[src/rtl/fetch_unit.sv]
// Instruction fetch stage: owns the PC, issues word requests, buffers in-order responses
// and hands {pc, enc} packets to decode. FETCH_BYPASS_EN adds a same-cycle response bypass.
`timescale 1ns/1ps
module fetch_unit #(
  parameter logic [29:0] RESET_PC    = 30'h0,
  parameter int unsigned QUEUE_DEPTH = 4
) (
  input  logic        clk,
  input  logic        rstN,
  output logic        imemReqValid,
  input  logic        imemReqReady,
  output logic [29:0] imemReqAddr,
  input  logic        imemRspValid,
  input  logic [31:0] imemRspData,
  input  logic        imemRspErr,
  input  logic        redirectValid,
  input  logic [29:0] redirectPc,
  output logic        outValid,
  input  logic        outReady,
  output logic [61:0] out,
  output logic        outFault
);

  localparam int unsigned AW   = $clog2(QUEUE_DEPTH);
  localparam int unsigned CW   = AW + 1;
  localparam int unsigned PCW  = 30;
  localparam int unsigned ENCW = 32;

  logic [PCW-1:0]  pc;
  logic            started;
  logic            halted;
  logic [CW-1:0]   inflight;
  logic [CW-1:0]   inflight_nxt;
  logic [CW-1:0]   discard;
  logic [CW-1:0]   wr_ptr;
  logic [CW-1:0]   rd_ptr;
  logic [CW-1:0]   occupancy;
  logic [AW-1:0]   wr_idx;
  logic [AW-1:0]   rd_idx;

  logic [PCW-1:0]  q_pc    [QUEUE_DEPTH];
  logic [ENCW-1:0] q_enc   [QUEUE_DEPTH];
  logic            q_fault [QUEUE_DEPTH];

  // PCs of accepted requests, popped by every response (including discarded ones)
  logic [PCW-1:0]  pf_pc   [QUEUE_DEPTH];
  logic [AW-1:0]   pf_wr;
  logic [AW-1:0]   pf_rd;

  logic            q_empty;
  logic            credit;
  logic            req_fire;
  logic            rsp_live;
  logic            enq;
  logic            deq;
  logic [PCW-1:0]  rsp_pc;
  logic [ENCW-1:0] rsp_enc;

  assign occupancy    = wr_ptr - rd_ptr;
  assign q_empty      = (wr_ptr == rd_ptr);
  assign wr_idx       = wr_ptr[AW-1:0];
  assign rd_idx       = rd_ptr[AW-1:0];
  assign credit       = ({1'b0, inflight} + {1'b0, occupancy}) < (CW+1)'(QUEUE_DEPTH);
  assign imemReqValid = started & ~halted & credit & ~redirectValid;
  assign imemReqAddr  = pc;
  assign req_fire     = imemReqValid & imemReqReady;
  assign rsp_live     = imemRspValid & (discard == '0);
  assign rsp_pc       = pf_pc[pf_rd];
  assign rsp_enc      = imemRspErr ? '0 : imemRspData;
  assign deq          = ~q_empty & outReady & ~redirectValid;

`ifdef FETCH_BYPASS_EN
  logic bypass;
  assign bypass = rsp_live & q_empty & ~redirectValid;
  assign enq    = rsp_live & ~redirectValid & ~(bypass & outReady);
`else
  assign enq    = rsp_live & ~redirectValid;
`endif

  // Packet toward decode: queue head, or the live response when bypassing an empty queue
  always_comb begin
    outValid = ~q_empty;
    out      = {q_pc[rd_idx], q_enc[rd_idx]};
    outFault = q_fault[rd_idx];
    if (q_empty) begin
      out      = '0;
      outFault = 1'b0;
    end
`ifdef FETCH_BYPASS_EN
    if (bypass) begin
      outValid = 1'b1;
      out      = {rsp_pc, rsp_enc};
      outFault = imemRspErr;
    end
`endif
  end

  always_comb begin
    inflight_nxt = inflight;
    if (req_fire)     inflight_nxt = inflight_nxt + CW'(1);
    if (imemRspValid) inflight_nxt = inflight_nxt - CW'(1);
  end

  always_ff @(posedge clk or negedge rstN) begin
    if (!rstN) begin
      pc       <= RESET_PC;
      started  <= 1'b0;
      halted   <= 1'b0;
      inflight <= '0;
      discard  <= '0;
      wr_ptr   <= '0;
      rd_ptr   <= '0;
      pf_wr    <= '0;
      pf_rd    <= '0;
      for (int i = 0; i < int'(QUEUE_DEPTH); i++) begin
        q_pc[i]    <= '0;
        q_enc[i]   <= '0;
        q_fault[i] <= 1'b0;
        pf_pc[i]   <= '0;
      end
    end else begin
      started  <= 1'b1;
      inflight <= inflight_nxt;
      if (req_fire) begin
        pf_pc[pf_wr] <= pc;
        pf_wr        <= pf_wr + AW'(1);
      end
      if (imemRspValid) pf_rd <= pf_rd + AW'(1);
      if (enq) begin
        q_pc[wr_idx]    <= rsp_pc;
        q_enc[wr_idx]   <= rsp_enc;
        q_fault[wr_idx] <= imemRspErr;
      end
      // Redirect wins: flush, and let every request still outstanding drain as stale
      if (redirectValid) begin
        pc      <= redirectPc;
        halted  <= 1'b0;
        discard <= inflight_nxt;
        wr_ptr  <= '0;
        rd_ptr  <= '0;
      end else begin
        if (req_fire)                      pc      <= pc + PCW'(1);
        if (rsp_live & imemRspErr)         halted  <= 1'b1;
        if (imemRspValid && discard != '0) discard <= discard - CW'(1);
        if (enq)                           wr_ptr  <= wr_ptr + CW'(1);
        if (deq)                           rd_ptr  <= rd_ptr + CW'(1);
      end
    end
  end

endmodule

[config.mk]
export PLATFORM = sky130hd
export DESIGN_NAME = fetch_unit
export DESIGN_NICKNAME = d
export VERILOG_FILES = /design/src/rtl/fetch_unit.sv
export SDC_FILE = /design/constraint.sdc
export NUM_CORES = 1
export LEC_CHECK = 0
export ABC_AREA = 0
export BUFFER_PORTS_ARGS = -buffer_cell sky130_fd_sc_hd__buf_2
export CAP_MARGIN = 15
export CORE_ASPECT_RATIO = 1.1
export CORE_UTILIZATION = 60
export DETAILED_ROUTE_END_ITERATION = 10
export PLACE_DENSITY = 0.89
export SLEW_MARGIN = 20
export SYNTH_ARGS = -nofsm -noshare
export SYNTH_HDL_FRONTEND = slang
export SYNTH_SLANG_ARGS = --single-unit
[constraint.sdc]
create_clock -name clk -period 4.3 [get_ports clk]
set_input_delay 0.43 -clock clk [delete_from_list [all_inputs] [get_ports clk]]
set_output_delay 0.43 -clock clk [all_outputs]
set_load 0.005 [all_outputs]
== Word level (Yosys, flattened, before mapping) ==
Cells that the tools add are included.
Operators by class
  add/subtract/negate cells: 10
  multipliers: 0
  divide/modulo/power cells: 0
  order comparisons: 7
  eq/ne operators: 1
  shifts and indexed selects: 0
  multiplexer cells: 39
  bitwise gates (word level): 16
  reduce and logical (&&, ||, !) cells: 10
Operator list (count)
  bitwise mux 120 bit: 2
  2-to-1 mux 30 bit: 8
  bitwise mux 128 bit: 1
  2-to-1 mux 32 bit: 4
  binary-select mux 30 bit (select 2 bit): 2
  demux 30 bit (select 2 bit): 2
  binary-select mux 32 bit (select 2 bit): 1
  demux 32 bit (select 2 bit): 1
  2-to-1 mux 62 bit: 1
  adder 30 x 1 -> 30 bit (second input constant): 1
  2-to-1 mux 3 bit: 8
  greater-or-equal comparator 3 bit (second input constant): 4
  NOT 2 -> 3 bit: 4
  nonzero test 2 bit: 5
  adder 3 x 1 -> 3 bit (second input constant): 3
  bitwise AND 1 bit: 9
  less-than comparator 3 x 1 -> 1 bit (second input constant): 2
  2-to-1 mux 1 bit: 6
  subtractor 3 x 1 -> 3 bit (second input constant): 2
  adder 2 x 1 -> 2 bit (second input constant): 2
  adder 3 x 3 -> 4 bit: 1
  bitwise mux 4 bit: 1
  less-than comparator 4 x 3 -> 1 bit (second input constant): 1
  equality test 3 bit: 1
  7 further kinds: 11
Word-level totals
  bits in registers: 420
  bits in latches: 0
  bits in writable memories: 0
  memory bits (read-only): 0
  bits of input ports: 69
  memories: 0

== Longest topological paths before layout ==
  depth in word-level cells: 10
  gate-level depth with buffers: 15
  depth with buffers taken out: 13

== Worst setup path after synthesis ==
Ideal clock, no wire load.
  path kind: reg-to-reg
  start point: register rd_ptr[1]
  end point: register inflight[2]
  arrival time: 3.643 ns
  data required time: 4.172 ns
  path slack: 0.529 ns
  cell stages (with the launch flop): 16
  period minus slack after synthesis: 3.771 ns
  path through: dfrtp_1 clkbuf_1 clkbuf_1 inv_1 fa_1 xor2_1 ha_1 nor4b_4 and4_1 buf_6 buf_8 mux2i_2 ha_1 nand2_1 xor2_1 xor2_1
Between the ends
  word-level cells in the longest chain between the ends: 9
RTL lines
  start, declared: line 36  | logic [CW-1:0] rd_ptr;
  start signal, assigned: line 146  | if (deq) rd_ptr <= rd_ptr + CW'(1);
  subtractor 3 bit *: line 59  | assign occupancy = wr_ptr - rd_ptr;
  adder 3 x 3 -> 4 bit *: line 63  | assign credit = ({1'b0, inflight} + {1'b0, occupancy}) < (CW+1)'(QUEUE_DEPTH);
  less-than comparator 4 x 3 -> 1 bit *: line 63
  bitwise AND 1 bit * (2 in series): line 64  | assign imemReqValid = started & ~halted & credit & ~redirectValid;
  bitwise AND 1 bit *: line 66  | assign req_fire = imemReqValid & imemReqReady;
  2-to-1 mux 3 bit *: line 100  | if (req_fire) inflight_nxt = inflight_nxt + CW'(1);
  subtractor 3 x 1 -> 3 bit: line 101  | if (imemRspValid) inflight_nxt = inflight_nxt - CW'(1);
  2-to-1 mux 3 bit *: line 101
  named net inflight_nxt[2]: line 33  | logic [CW-1:0] inflight_nxt;
  end signal, assigned: line 123  | inflight <= inflight_nxt;
  end, declared: line 32  | logic [CW-1:0] inflight;
The timed path passes the listed nets; every way through them passes the cells marked *.
A chain may end at the register's enable or synchronous reset.

== Final worst setup path ==
  start point: register wr_ptr[0]
  end point: register pc[22] (netlist: imemReqAddr[22])
Between the ends
  word-level cells in the longest chain between the ends: 7
RTL lines
  start, declared: line 35  | logic [CW-1:0] wr_ptr;
  start signal, assigned: line 145  | if (enq) wr_ptr <= wr_ptr + CW'(1);
  subtractor 3 bit: line 59
  adder 3 x 3 -> 4 bit: line 63
  less-than comparator 4 x 3 -> 1 bit: line 63
  bitwise AND 1 bit (2 in series): line 64
  bitwise AND 1 bit: line 66
  nonzero test 2 bit (no source line)
  end signal, assigned: line 136  | pc <= redirectPc;
  end signal, assigned: line 142  | if (req_fire) pc <= pc + PCW'(1);
  end, declared: line 29  | logic [PCW-1:0] pc;
Every way passes these cells.

==> impl_metrics.sql <==
INSERT INTO impl_metrics (metric_group, metric, value, unit) VALUES
('clock_tree', 'post_cts_hold_buffer_count', '0', ''),
('die', 'initial_core_utilization', '61.2', '%'),
('timing', 'postLayoutSetupSlackWorst', '0.611', 'ns'),
('power', 'power.density', '555', 'mW/mm²'),
('route', 'post-route-drc-count', '0', ''),
('yosys', 'count_of_yosys_warnings_during_synthesis', '0', ''),
('timing', 'grt_setup_unrepaired', 'no', ''),
('clock_tree', 'cts_tree', 'yes', ''),
('yosys', 'ys_ff_latch', '420', ''),
('power', 'share_clk_of_total_power', '31.9', '%'),
('finish', 'number_of_antenna_repair_diodes', '0', ''),
('setup_path', 'worstReg2RegEnd', 'imemReqAddr[22]', ''),
('yosys', 'synth_area_leaders', 'dfrtp_1, mux2_2, mux4_2', ''),
('global_route', 'use_met2', '45.9', '%'),
('clock_tree', 'postCtsSetupRepairBufs', '0', ''),
('route', 'wl_per_cell', '20.7', 'µm'),
('global_route', 'grt_antenna_before_repair', '1', ''),
('placed_design', 'place.gp.congestion', '0.870', ''),
('timing', 'upper_clock_frequency_limit', '271', 'MHz'),
('timing', 'timing.final.setup_violations', '0', ''),
('yosys', 'cell_taking_the_most_area_after_synthesis', 'dfrtp_1', ''),
('timing', 'report.final.hold_viol_count', '22', ''),
('die', 'dieWidth', '173', 'µm'),
('job', 'drv_cap', '0', ''),
('clock_tree', 'worstSkewPairLatency', '0.54', 'ns'),
('power', 'internal_portion_of_total_power', '8610', 'µW'),
('clock_tree', 'clockBufferDepth', '3', ''),
('setup_path', 'crit_startpoint', 'wr_ptr[0]', ''),
('yosys', 'synthArstFlopShare', '100', '%'),
('run_status', 'status', 'complete, but fails checks', ''),
('timing', 'hold_ws', '-0.0134', 'ns'),
('die', 'core', '0.0316', 'mm²'),
('run_status', 'violations', 'hold timing', ''),
('die', 'fp-row-count', '68', ''),
('global_route', 'maximum_number_of_pins_on_one_net_before_global_route_repair', '119', ''),
('timing', 'setup-tns-final', '0', 'ns'),
('route', 'drt_iter0_drc', '940', ''),
('route', 'firstDrtPassIters', '5', ''),
('setup_path', 'worst_setup_path_end_kind', 'flop', ''),
('yosys', 'synth_top_flop_cell', 'dfrtp_1', ''),
('power', 'power.combinational.fraction', '23.3', '%'),
('yosys', 'yosysMostFrequentCell', 'dfrtp_1', ''),
('power', 'netSwitchingFraction', '28.9', '%'),
('finish', 'nets', '1696', ''),
('global_route', 'global_route.usage.met3', '4.76', '%'),
('min_path', 'timing.hold.worst.class', 'in2async', ''),
('clock_tree', 'cts.sink_count', '420', ''),
('yosys', 'postSynthNetCount', '1579', ''),
('global_route', 'busiest_layer', 'met2', ''),
('global_route', 'grt_usage', '26.9', '%'),
('route', 'wirelength', '42.7', 'mm'),
('global_route', 'grt_remaining_overflow', '0', ''),
('route', 'detail-route-antenna-nets', '0', ''),
('setup_path', 'path_max_fanout', '16', ''),
('finish', 'final_cell_count_no_fill', '2060', ''),
('global_route', 'grt_pass1_wl', '70.4', 'mm'),
('finish', 'area_delta_synth_final', '13.0', '%'),
('setup_path', 'critical_path_arrival', '4.07', 'ns'),
('timing', 'drv_slew', '0', ''),
('setup_path', 'timing.reg2reg.worst_path_depth', '11', ''),
('power', 'net-switching-power', '3500', 'µW'),
('yosys', 'netlist_area', '0.0193', 'mm²'),
('setup_path', 'r2r_slack', '0.61', 'ns'),
('yosys', 'post_synth_num_cell_types', '56', ''),
('timing', 'slew-limit-headroom', '28.8', '%'),
('placed_design', 'place.detailed.hpwl', '26.1', 'mm'),
('placed_design', 'placed_cells', '1983', ''),
('die', 'die_area', '0.0329', 'mm²'),
('yosys', 'synthesis.instances', '1491', ''),
('clock_tree', 'cts.root.buffer_cell', 'clkbuf_16', ''),
('yosys', 'yosysTopAreaCellShare', '54.4', '%');
## power groups by stage
stage               clock network, µW  registers (µW)  logic [µW]
floorplan                           0            5130        2230
global placement                    0            5400        2670
detailed placement                  0            5480        2820
CTS                              3920            5420        2850
global route                     4070            5540        3090
finish                           3860            5440        2820
## sequential cells by signal, indices dropped and copies added (netlist names), 2 cells and up
signal       cells
pf_pc          120
rd_ptr           3
inflight         3
pf_rd            2
q_enc          128
imemReqAddr     30
q_fault          4
q_pc           120
pf_wr            2
discard          3
wr_ptr           3
## worst max-delay path, stage by stage, from the launching register on
cell and delay (ns):
dfrtp_1 0.42, inv_1 0.13, ha_1 0.16, inv_1 0.05, fa_1 0.37, xor2_1 0.18, ha_1 0.33, nor4b_4 0.39
and4_1 0.65, nor2_1 0.40, o21ai_0 0.27, o311ai_0 0.17
## metrics by stage
stage | hold WS, ns | power (µW) | util, % | area (µm²)
global placement | 0.456 | 8070 | 64.5 | 20300
global route | 0.0565 | 12700 | 69.1 | 21800
floorplan | 0.134 | 7360 | - | 19300
CTS | 0.0335 | 12200 | 69.1 | 21800
finish | -0.0134 | 12100 | 69.1 | 21800
detailed placement | 0.465 | 8290 | 64.5 | 20300
## cell usage in the layout, fill, tap and decap left out, drive strengths merged, types with 9 or more instances in the layout
master / netlist / routed
ha: 18 / 18
clkbuf: 45 / 58
dfrtp: 420 / 420
o211ai: 9 / 9
nand4: 15 / 15
o21ai: 167 / 167
nand2: 195 / 195
nand3: 15 / 15
buf: 66 / 183
nand2b: 33 / 33
nor2: 14 / 14
inv: 14 / 16
mux2: 234 / 234
xor2: 11 / 11
clkinv: 1 / 10
and2: 65 / 65
mux4: 93 / 93
## cell type report
cell class / instances / area (µm²)
Sequential cell: 420 / 10500
Fill cell: 2024 / 9750
Multi-Input combinational cell: 945 / 8240
Clock buffer: 58 / 1210
Timing Repair Buffer: 183 / 1010
Tap cell: 420 / 526
Clock inverter: 19 / 258
Inverter: 15 / 56.3
## how the worst min path moves through the flow
| stage | from | to | slack, ns | cells past startpoint |
|---|---|---|---|---|
| floorplan | rstN | discard[0] | 0.13 | 0 |
| global placement | pf_pc[87] | pf_pc[87] | 0.46 | 2 |
| detailed placement | q_enc[1] | q_enc[1] | 0.47 | 2 |
| CTS | rstN | q_enc[113] | 0.03 | 1 |
| global route | rstN | q_enc[113] | 0.06 | 1 |
| finish | rstN | q_enc[113] | -0.01 | 1 |
## cells by family after synthesis
group,share of synthesized area [%]
muxes,24.8
adders and majority gates,1.27
and+or+nand+nor,9.50
AOI/OAI and AO/OA,6.06
DFF,54.4
xor gates and xnor gates,0.862
buffers and inverters,3.11
other,0.0194
## routing by layer
| layer | wire [µm] | up-vias |
|---|---|---|
| li1 | - | 5565 |
| met1 | 17700 | 6485 |
| met2 | 21500 | 483 |
| met4 | 911 | 2 |
| met3 | 2590 | 73 |
| met5 | 9 | - |
Note: power is estimated with default switching activity, not from simulation.
